===== src/rtl/multdiv_pkg.sv =====
// Shared definitions for the multicycle multiply/divide unit and the control FSM that drives its op field.
package multdiv_pkg;

    typedef enum logic [1:0] {
        IDLE  = 2'd0,
        ITER  = 2'd1,
        FIX   = 2'd2,
        DZERO = 2'd3
    } state_e;

    // op[OP_FUNC] selects multiply/divide, op[OP_SIGNED] selects two's-complement operands
    localparam int   OP_FUNC   = 0;
    localparam int   OP_SIGNED = 1;
    localparam logic OP_MUL    = 1'b0;
    localparam logic OP_DIV    = 1'b1;

    function automatic logic op_is_div(input logic [1:0] op);
        return op[OP_FUNC] == OP_DIV;
    endfunction

endpackage


===== src/rtl/mult_div_unit_if.sv =====
// Start/done handshake, operands and HI/LO results between the control FSM and mult_div_unit.
interface mult_div_unit_if #(
    parameter int WIDTH = 32
) ();
    logic             start;
    logic [1:0]       op;
    logic [WIDTH-1:0] a;
    logic [WIDTH-1:0] b;
    logic             busy;
    logic             done;
    logic             div_zero;
    logic [WIDTH-1:0] hi;
    logic [WIDTH-1:0] lo;

    modport master (output start, op, a, b, input busy, done, div_zero, hi, lo);
    modport slave  (input start, op, a, b, output busy, done, div_zero, hi, lo);
endinterface


===== src/rtl/multdiv_negate.sv =====
// Conditional two's-complement: passes val_i through, or negates it when en_i is set.
module multdiv_negate #(
    parameter int WIDTH = 32
) (
    input  logic [WIDTH-1:0] val_i,
    input  logic             en_i,
    output logic [WIDTH-1:0] val_o
);

    // Negate-or-pass selection
    always_comb begin
        if (en_i) begin
            val_o = ~val_i + WIDTH'(1);
        end else begin
            val_o = val_i;
        end
    end

endmodule


===== src/rtl/mult_div_unit.sv =====
// WIDTH-generic signed/unsigned shift-add multiplier and restoring divider with HI/LO results.
// Optional build macro: MULTDIV_EARLY_OUT_EN (multiply stops once remaining multiplier bits are zero).
module mult_div_unit
    import multdiv_pkg::*;
#(
    parameter int WIDTH = 32
) (
    input  logic      clk_i,
    input  logic      rst_ni,
    mult_div_unit_if.slave bus
);

    localparam int               CNT_W = $clog2(WIDTH + 1);
    localparam logic [CNT_W-1:0] LAST  = CNT_W'(WIDTH - 1);

    state_e               state_q, state_d;
    logic [CNT_W-1:0]     cnt_q, cnt_d;
    logic                 busy_q, busy_d;
    logic                 done_q, done_d;
    logic                 dz_q, dz_d;
    logic                 is_div_q, neg_res_q, neg_rem_q;
    logic [2*WIDTH-1:0]   acc_q, sh_q;
    logic [WIDTH-1:0]     mplier_q;
    logic [WIDTH-1:0]     hi_q, lo_q;

    logic                 sign_a_s, sign_b_s, start_div_s, last_s, div_bit_s;
    logic [WIDTH-1:0]     abs_a_s, abs_b_s, quo_fix_s, rem_fix_s;
    logic [WIDTH:0]       rem_sh_s, diff_s, div_rem_s;
    logic [2*WIDTH-1:0]   mul_sum_s, prod_fix_s;

    assign sign_a_s    = bus.op[OP_SIGNED] & bus.a[WIDTH-1];
    assign sign_b_s    = bus.op[OP_SIGNED] & bus.b[WIDTH-1];
    assign start_div_s = op_is_div(bus.op);

    multdiv_negate #(.WIDTH(WIDTH))     u_abs_a (.val_i(bus.a), .en_i(sign_a_s), .val_o(abs_a_s));
    multdiv_negate #(.WIDTH(WIDTH))     u_abs_b (.val_i(bus.b), .en_i(sign_b_s), .val_o(abs_b_s));
    multdiv_negate #(.WIDTH(2 * WIDTH)) u_fix_p (.val_i(acc_q), .en_i(neg_res_q), .val_o(prod_fix_s));
    multdiv_negate #(.WIDTH(WIDTH))     u_fix_q (.val_i(mplier_q), .en_i(neg_res_q), .val_o(quo_fix_s));
    multdiv_negate #(.WIDTH(WIDTH))     u_fix_r (.val_i(acc_q[WIDTH-1:0]), .en_i(neg_rem_q), .val_o(rem_fix_s));

    // One iteration step: shift-add for multiply, trial subtract for restoring divide
    always_comb begin
        if (mplier_q[0]) begin
            mul_sum_s = acc_q + sh_q;
        end else begin
            mul_sum_s = acc_q;
        end
        rem_sh_s  = {acc_q[WIDTH-1:0], mplier_q[WIDTH-1]};
        diff_s    = rem_sh_s - {1'b0, sh_q[WIDTH-1:0]};
        div_bit_s = ~diff_s[WIDTH];
        if (div_bit_s) begin
            div_rem_s = diff_s;
        end else begin
            div_rem_s = rem_sh_s;
        end
    end

    // Iteration exit condition; early-out multiplies stop once no multiplier bits remain
    always_comb begin
`ifdef MULTDIV_EARLY_OUT_EN
        if (is_div_q) begin
            last_s = (cnt_q == LAST);
        end else begin
            last_s = (mplier_q == {WIDTH{1'b0}});
        end
`else
        last_s = (cnt_q == LAST);
`endif
    end

    // Control FSM next-state and registered-output next values
    always_comb begin
        state_d = state_q;
        cnt_d   = cnt_q;
        done_d  = 1'b0;
        dz_d    = dz_q;
        case (state_q)
            IDLE: begin
                if (bus.start) begin
                    dz_d  = 1'b0;
                    cnt_d = {CNT_W{1'b0}};
                    if (start_div_s && (bus.b == {WIDTH{1'b0}})) begin
                        state_d = DZERO;
                    end else begin
                        state_d = ITER;
                    end
                end else begin
                    state_d = IDLE;
                end
            end
            ITER: begin
                cnt_d = cnt_q + CNT_W'(1);
                if (last_s) begin
                    state_d = FIX;
                end else begin
                    state_d = ITER;
                end
            end
            FIX: begin
                state_d = IDLE;
                done_d  = 1'b1;
            end
            DZERO: begin
                state_d = IDLE;
                done_d  = 1'b1;
                dz_d    = 1'b1;
            end
            default: begin
                state_d = IDLE;
            end
        endcase
        busy_d = (state_d != IDLE);
    end

    // Control state and status output registers
    always_ff @(posedge clk_i or negedge rst_ni) begin
        if (!rst_ni) begin
            state_q <= IDLE;
            cnt_q   <= {CNT_W{1'b0}};
            busy_q  <= 1'b0;
            done_q  <= 1'b0;
            dz_q    <= 1'b0;
        end else begin
            state_q <= state_d;
            cnt_q   <= cnt_d;
            busy_q  <= busy_d;
            done_q  <= done_d;
            dz_q    <= dz_d;
        end
    end

    // Datapath: latch magnitudes on start, iterate, write HI/LO only in FIX
    always_ff @(posedge clk_i or negedge rst_ni) begin
        if (!rst_ni) begin
            is_div_q  <= 1'b0;
            neg_res_q <= 1'b0;
            neg_rem_q <= 1'b0;
            acc_q     <= {(2 * WIDTH){1'b0}};
            sh_q      <= {(2 * WIDTH){1'b0}};
            mplier_q  <= {WIDTH{1'b0}};
            hi_q      <= {WIDTH{1'b0}};
            lo_q      <= {WIDTH{1'b0}};
        end else begin
            case (state_q)
                IDLE: begin
                    if (bus.start) begin
                        is_div_q  <= start_div_s;
                        neg_res_q <= sign_a_s ^ sign_b_s;
                        neg_rem_q <= sign_a_s;
                        acc_q     <= {(2 * WIDTH){1'b0}};
                        if (start_div_s) begin
                            sh_q     <= {{WIDTH{1'b0}}, abs_b_s};
                            mplier_q <= abs_a_s;
                        end else begin
                            sh_q     <= {{WIDTH{1'b0}}, abs_a_s};
                            mplier_q <= abs_b_s;
                        end
                    end
                end
                ITER: begin
                    if (is_div_q) begin
                        acc_q    <= {{(WIDTH - 1){1'b0}}, div_rem_s};
                        mplier_q <= {mplier_q[WIDTH-2:0], div_bit_s};
                    end else begin
                        acc_q    <= mul_sum_s;
                        sh_q     <= sh_q << 1;
                        mplier_q <= mplier_q >> 1;
                    end
                end
                FIX: begin
                    if (is_div_q) begin
                        hi_q <= rem_fix_s;
                        lo_q <= quo_fix_s;
                    end else begin
                        hi_q <= prod_fix_s[2*WIDTH-1:WIDTH];
                        lo_q <= prod_fix_s[WIDTH-1:0];
                    end
                end
                default: begin
                    hi_q <= hi_q;
                end
            endcase
        end
    end

    assign bus.busy     = busy_q;
    assign bus.done     = done_q;
    assign bus.div_zero = dz_q;
    assign bus.hi       = hi_q;
    assign bus.lo       = lo_q;

endmodule


===== src/flat_wrapper.sv =====
// flat-port wrapper written by rule: the top's interface ports become plain ports
module mult_div_unit_flat import multdiv_pkg::*;
#(
    parameter int WIDTH = 32
)
  (clk_i, rst_ni, bus_start, bus_op, bus_a, bus_b, bus_busy, bus_done, bus_div_zero, bus_hi, bus_lo);
  mult_div_unit_if #(.WIDTH(WIDTH)) bus_i ();
  input  logic clk_i;
  input  logic rst_ni;
  input wire logic [$bits(bus_i.start)-1:0] bus_start;
  input wire logic [$bits(bus_i.op)-1:0] bus_op;
  input wire logic [$bits(bus_i.a)-1:0] bus_a;
  input wire logic [$bits(bus_i.b)-1:0] bus_b;
  output wire logic [$bits(bus_i.busy)-1:0] bus_busy;
  output wire logic [$bits(bus_i.done)-1:0] bus_done;
  output wire logic [$bits(bus_i.div_zero)-1:0] bus_div_zero;
  output wire logic [$bits(bus_i.hi)-1:0] bus_hi;
  output wire logic [$bits(bus_i.lo)-1:0] bus_lo;
  assign bus_i.start = bus_start;
  assign bus_i.op = bus_op;
  assign bus_i.a = bus_a;
  assign bus_i.b = bus_b;
  assign bus_busy = bus_i.busy;
  assign bus_done = bus_i.done;
  assign bus_div_zero = bus_i.div_zero;
  assign bus_hi = bus_i.hi;
  assign bus_lo = bus_i.lo;
  mult_div_unit #(.WIDTH(WIDTH)) u_core (.clk_i(clk_i), .rst_ni(rst_ni), .bus(bus_i));
endmodule

===== config.mk =====
export PLATFORM = sky130hd
export DESIGN_NAME = mult_div_unit_flat
export DESIGN_NICKNAME = d
export VERILOG_FILES = /design/src/rtl/multdiv_pkg.sv /design/src/rtl/mult_div_unit_if.sv /design/src/rtl/multdiv_negate.sv /design/src/rtl/mult_div_unit.sv /design/src/flat_wrapper.sv
export SDC_FILE = /design/constraint.sdc
export NUM_CORES = 1
export LEC_CHECK = 0
export ABC_AREA = 1
export CAP_MARGIN = 20
export CORE_UTILIZATION = 45
export DETAILED_ROUTE_END_ITERATION = 16
export GPL_TIMING_DRIVEN = 0
export PLACE_DENSITY = 0.69
export SLEW_MARGIN = 40
export SYNTH_ARGS = -nofsm -noshare
export SYNTH_HDL_FRONTEND = slang
export SYNTH_SLANG_ARGS = --single-unit

===== constraint.sdc =====
create_clock -name clk_i -period 4.29 [get_ports clk_i]
set_clock_uncertainty 0.2 [all_clocks]
set_input_delay 0.429 -clock clk_i [delete_from_list [all_inputs] [get_ports clk_i]]
set_output_delay 0.429 -clock clk_i [all_outputs]
set_load 0.02 [all_outputs]

# Word-level counts from Yosys, hierarchy flattened
# Index checks and enable logic that the tools add are counted.
word_totals:
  ff_bits: 238
  input_bits: 69
  wordCells: 78
op_classes:
  n_addsub: 8
  n_eq_ne: 7
  muxes: 29
  bitwise_logic: 9
  reduce_logical: 12
ops:
  columns: ["operator", "count"]
  rows:
  - ["$mux 64", 6]
  - ["$mux 32", 10]
  - ["$pmux 64 s2", 2]
  - ["$add 32x1->32 const B", 4]
  - ["$not 32->32", 4]
  - ["$add 64x1->64 const B", 1]
  - ["$add 64x64->64", 1]
  - ["$not 64->64", 1]
  - ["$pmux 32 s2", 1]
  - ["$mux 33", 1]
  - ["$sub 33x32->33", 1]
  - ["$logic_not 32->1", 1]
  - ["$pmux 6 s2", 1]
  - ["$add 6x1->6 const B", 1]
  - ["$eq 6x5->1 const B", 1]
  - ["$mux 2", 3]
  - ["$mux 6", 1]
  - ["$pmux 2 s3", 1]
  - ["$reduce_and 2->1", 3]
  - ["$reduce_and 3->1", 2]
  - ["$reduce_bool 2->1", 3]
  - ["$eq 2x2->1 const B", 2]
  - ["$ne 2x2->1 const B", 2]
  - ["$ne 3x1->1 const B", 1]
  - ["9 further kinds", 11]

# Logic depth before layout (Yosys ltp)
logic_depth:
  depth_word: 6
  mapped_depth: 19
  ltp_nobuf: 19

# Hierarchy
# From an unflattened synthesis, not the netlist that was laid out.
unflattened:
  hier_cells: 4513
  area_unflattened_um2: 26535.4
by_module_without_submodules:
  columns: ["module", "n_inst", "cells_per_inst", "area_each_um2", "seq_area_each_um2"]
  rows:
  - ["mult_div_unit", 1, 3107, 19635.1, 5955.7]
  - ["multdiv_negate at u_core.u_abs_a ...", 4, 227, 1108.6, 0.0]
  - ["multdiv_negate at u_core.u_fix_p", 1, 498, 2466.1, 0.0]

# Worst setup path before layout
# OpenSTA, ideal clock, no wires.
synth_timing:
  kind: "reg-to-reg"
  startpoint: "register u_core.mplier_q[31]"
  endpoint: "register u_core.acc_q[3]"
  setup_ns: 0.083
  t_arrival_ns: 2.770
  required_time_ns: 4.007
  path_slack_ns: 1.238
  stages_incl_launch_ff: 20
  n_path_buf: 1
  synth_period_minus_slack_ns: 3.052
  path_cell_list: "dfrtp_1 > inv_1 > ha_1 > fa_1 > inv_1 > nand4_1 > nand2_1 > nand2_1 > nand2_1 > nand2_1 > nand2_1 > a21oi_1 > o21bai_1 > ha_1 > clkinv_1 > clkbuf_1 > a21oi_1 > o21ai_0 > o211ai_1 > o21ai_0"
synth_between:
  elab_chain_len: 4
synth_lines:
  columns: ["item", "line_no", "text"]
  rows:
  - ["from (decl)", "mult_div_unit.sv:23", "logic [WIDTH-1:0] mplier_q;"]
  - ["from (signal assigned)", "mult_div_unit.sv:140", "mplier_q <= {WIDTH{1'b0}};"]
  - ["from (signal assigned)", "mult_div_unit.sv:153", "mplier_q <= abs_a_s;"]
  - ["from (signal assigned)", "mult_div_unit.sv:156", "mplier_q <= abs_b_s;"]
  - ["$sub 33x32->33", "mult_div_unit.sv:49", "diff_s = rem_sh_s - {1'b0, sh_q[WIDTH-1:0]};"]
  - ["$mux 33", "mult_div_unit.sv:51", "if (div_bit_s) begin"]
  - ["$mux 64", "mult_div_unit.sv:161", "if (is_div_q) begin"]
  - ["$pmux 64 s2", "mult_div_unit.sv:144", "case (state_q)"]
  - ["to (signal assigned)", "mult_div_unit.sv:150", "acc_q <= {(2 * WIDTH){1'b0}};"]
  - ["to (signal assigned)", "mult_div_unit.sv:162", "acc_q <= {{(WIDTH - 1){1'b0}}, div_rem_s};"]
  - ["to (signal assigned)", "mult_div_unit.sv:165", "acc_q <= mul_sum_s;"]
  - ["to (decl)", "mult_div_unit.sv:22", "logic [2*WIDTH-1:0] acc_q, sh_q;"]
# Every way passes these cells.
# A chain may end at the register's enable or synchronous reset.

# Worst setup path after layout
layout_timing:
  startpoint: "register u_core.mplier_q[31]"
  endpoint: "register u_core.acc_q[15]"
# The elaborated chain is that of the path after synthesis.

==> impl_results.md <==
- Initial antenna violation count: 4
- Final nets: about 4.7k
- Worst endpoint required time: about 4500 ps
- Switching part of the total power: between 60% and 70%
- Worst-Skew Late Latency: 600 ps
- Synthesized net count: 4547
- Pint: 10430 µW
- Layout Utilization: 51.65%
- Ports: 136
- Dominant cell type by area after synthesis: dfrtp_1
- Crit path max-delay family: adder cells
- First DRT Iteration DRCs: about 4k
- First-pass GRT wire length: between 150000 and 200000 µm
- Number of synthesized flops with an enable pin: 0
- Clock Tree Buf Depth: 3
- CTS Buf Count: 30
- Die span in x: 237.9 µm
- Final worst setup slack: around 220 ps
- PD cells: 929.3 nW/µm²
- CTS clk-pin slew, worst paths: 70 ps
- DP HPWL: 96930 µm
- Count of final setup violators: 0
- Routed Antenna Nets: 0
- Layout cells sized above 1: 4.115%
- #FFs+latches synth: 238
- Status: finished, final reports clean
- Reg power frac: 18.7%
- Placer Congestion: 1.064
- Most area-consuming cells after synthesis: dfrtp_1, nand2_1, inv_1
- RSZ-0062 raised after global routing: false
- Top-area cell type share of the netlist area: between 20% and 30%
- Synthesized cell area: 25050 µm²
- Clock Power Share: 9.9%
- Seq/Total Area, Yosys: 23.78%
- Async S/R FF share, synth: between 90% and 100%
- Critical Path Fanout Max: 10
- Die ar.: 56600 µm²
- Area growth syn-to-layout: 13.62%
- Via Count: 30.40k
- CP Buf/Inv Count: 4
- Clk sinks: 238
- CP Capture Type: flop
- Routed WL: around 120000 µm
- Root Buffer: clkbuf_16
- DRC errors left: 0
- Vias per cell: 5.717
- Min-Delay Path Class: in -> async
- Critical Path Source Type: flop
- Cell with the most instances after synthesis: nand2_1
- Fin. Hold Viols: 0
- Unique masters post-synth: 52
- Crit-path cells: inv_1 -> ha_1 -> fa_1 -> inv_1 -> nand4_1 -> nand2_1 -> nand2_1 -> nand2_1 -> nand2_1 -> nand2_1 -> a21oi_1 -> o21bai_2 -> ha_1 -> clkinvlp_4 -> clkbuf_2 -> a21oi_1 -> o21ai_0 -> nand3_1 -> o21ai_0
- LEAKAGE: approximately 0.015 µW
- Tot GR Track Use: about 40%
- Die Height: roughly 240 µm
- Syn Inst Count: 4374
- Dpl ws: 109.6 ps
- Combinational power share: 71.4%
- Core Region: 55090 µm²
- Fmax: 0.2457 GHz
- CTS H-tree lvls: 1
- Cell mode on critical path: nand2_1
- Rel. slew slack: 38.68%
- Crit share post-route: a little over nine tenths
- CP arrival: 4320 ps
- Sw power: roughly 16000 µW
- Slowest stage delay, CP: 430 ps
- Fin. max-slew vios: 0
- Peak supply drop: 0.5278 mV
- Most frequent cells after synthesis: nand2_1, inv_1, nor2_1
- Total grt overflow: 0
- FP Rows: 86
- Syn avg cell area: 5.726 µm²
- Synth warn: 0
- Wire per inst: 22.22 µm
- Initial DRT Pass Iterations: 6
- Vias in the first global route: 27.28k
- Minimum clock period: ~4000 ps
- Post-synth top flop: dfrtp_1
- TritonCTS clock tree: yes
- Port Buf Inserts: approximately 140
- Largest net degree at the start of global routing: 74
- Worst slew pin tran: 919.9 ps
- Crit path kind: reg -> reg
- Initial core utilization: 45.46%
- Max Cap Viol: 0
- Slowest CP cell: fa_1
[power by group through the flow]
stage | logic, µW | clock network, µW | registers, µW
2_1_floorplan | 12000 | 0 | 4290
3_3_place_gp | 18000 | 0 | 4860
3_5_place_dp | 18100 | 0 | 4860
4_1_cts | 18200 | 2610 | 4830
5_1_grt | 20500 | 2700 | 4950
6_report | 18900 | 2620 | 4950
[worst register-to-register path, delay by kind of cell, from the launching register on]
kind,cells,cell delay (ps)
AO/OA/AOI/OAI,5,700
adder cells (fa/ha/maj),3,960
buffers and inverters,4,750
flip-flops,1,390
AND/OR/NAND/NOR,7,910
[per-stage QoR]
| stage | total power (µW) | instances | setup TNS (ps) | instance area (µm²) | hold WS [ps] |
|---|---|---|---|---|---|
| final | 26440 | 5318 | 0 | 28460 | 77.15 |
| after global routing | 28200 | 5317 | 0 | 28450 | 109.4 |
| after CTS | 25630 | 5315 | 0 | 28420 | 78.15 |
| after detailed placement | 22950 | 5260 | 0 | 27430 | 109.4 |
| after global placement | 22890 | 5257 | -1865530 | 27330 | 264.0 |
| after floorplan | 16260 | 4374 | 0 | 25050 | -66.59 |
[repair_timing]
action,CTS,global route
hold buffers,1,0
setup buffers,0,2
gates resized for setup,0,14
endpoints found under the setup margin,0,32
endpoints found under the hold margin,165,0
[cells in the final DEF (no fill, tap or decap), drive strengths merged, types with 10 or more instances in the layout]
cell type	netlist	final
a21oi	341	341
a31oi	24	24
buf	70	75
clkbuf	68	105
clkdlybuf4s50	0	134
clkinv	2	10
dfrtp	238	238
ha	102	102
inv	619	622
nand2	1464	1464
nand3	447	447
nand3b	25	25
nand4	34	34
nor2	485	485
nor3	37	37
o211ai	36	36
o21ai	216	216
o21bai	16	16
o22ai	43	43
xnor2	19	19
xor2	46	46
[path summary, 6_finish.rpt]
| kind | startpoint | endpoint | slack (ps) | cells past startpoint |
|---|---|---|---|---|
| max | u_core.mplier_q[31]$_DFFE_PN0P_ | u_core.acc_q[15]$_DFFE_PN0P_ | 220 | 19 |
| max reg2reg | u_core.mplier_q[31]$_DFFE_PN0P_ | u_core.acc_q[15]$_DFFE_PN0P_ | 220 | 19 |
| min in group clk_i | u_core.bus.lo[21]$_DFFE_PN0P_ | u_core.bus.lo[21]$_DFFE_PN0P_ | 280 | 2 |
| min | rst_ni | u_core.sh_q[53]$_DFFE_PN0P_ | 80 | 2 |
| max in group asynchronous | rst_ni | u_core.sh_q[8]$_DFFE_PN0P_ | 2740 | 4 |
| min reg2reg | u_core.bus.lo[21]$_DFFE_PN0P_ | u_core.bus.lo[21]$_DFFE_PN0P_ | 280 | 2 |
[state kept, by name, indices dropped and copies added, names as in the netlist]
register             cells
u_core.acc_q            64
u_core.sh_q             64
u_core.bus.hi           32
u_core.bus.lo           32
u_core.mplier_q         32
u_core.cnt_q             6
u_core.state_q           2
u_core.bus.busy          1
u_core.bus.div_zero      1
u_core.bus.done          1
u_core.is_div_q          1
u_core.neg_rem_q         1
u_core.neg_res_q         1
[area by class of cell]
class,count,area (µm²)
fillers,5980,26640
multi-input cells,3377,16140
flip-flops and latches,238,5961
inverters,621,2335
repair buffers,141,1464
well taps,748,935.9
clock buffers,36,824.5
plain buffers,138,634.4
clock inverters,18,161.4
diodes,1,2.502
[cells by family after synthesis]
family,Yosys count,synth area share [%]
adder cells (fa/ha/maj),104,5.256
AO/OA/AOI/OAI,698,15.20
flip-flops,238,23.78
buffers and inverters,759,11.80
XOR/XNOR,65,2.273
AND/OR/NAND/NOR,2510,41.69
[layer usage]
metal,share of wire (%),up-vias,global-route usage (%)
li1,-,14398,-
met3,12,296,10.01
met2,41,1732,60.11
met5,0.019,-,0
met4,4.8,4,17.46
met1,42,13972,57.10
No activity file was read; power rests on OpenSTA's default activity.
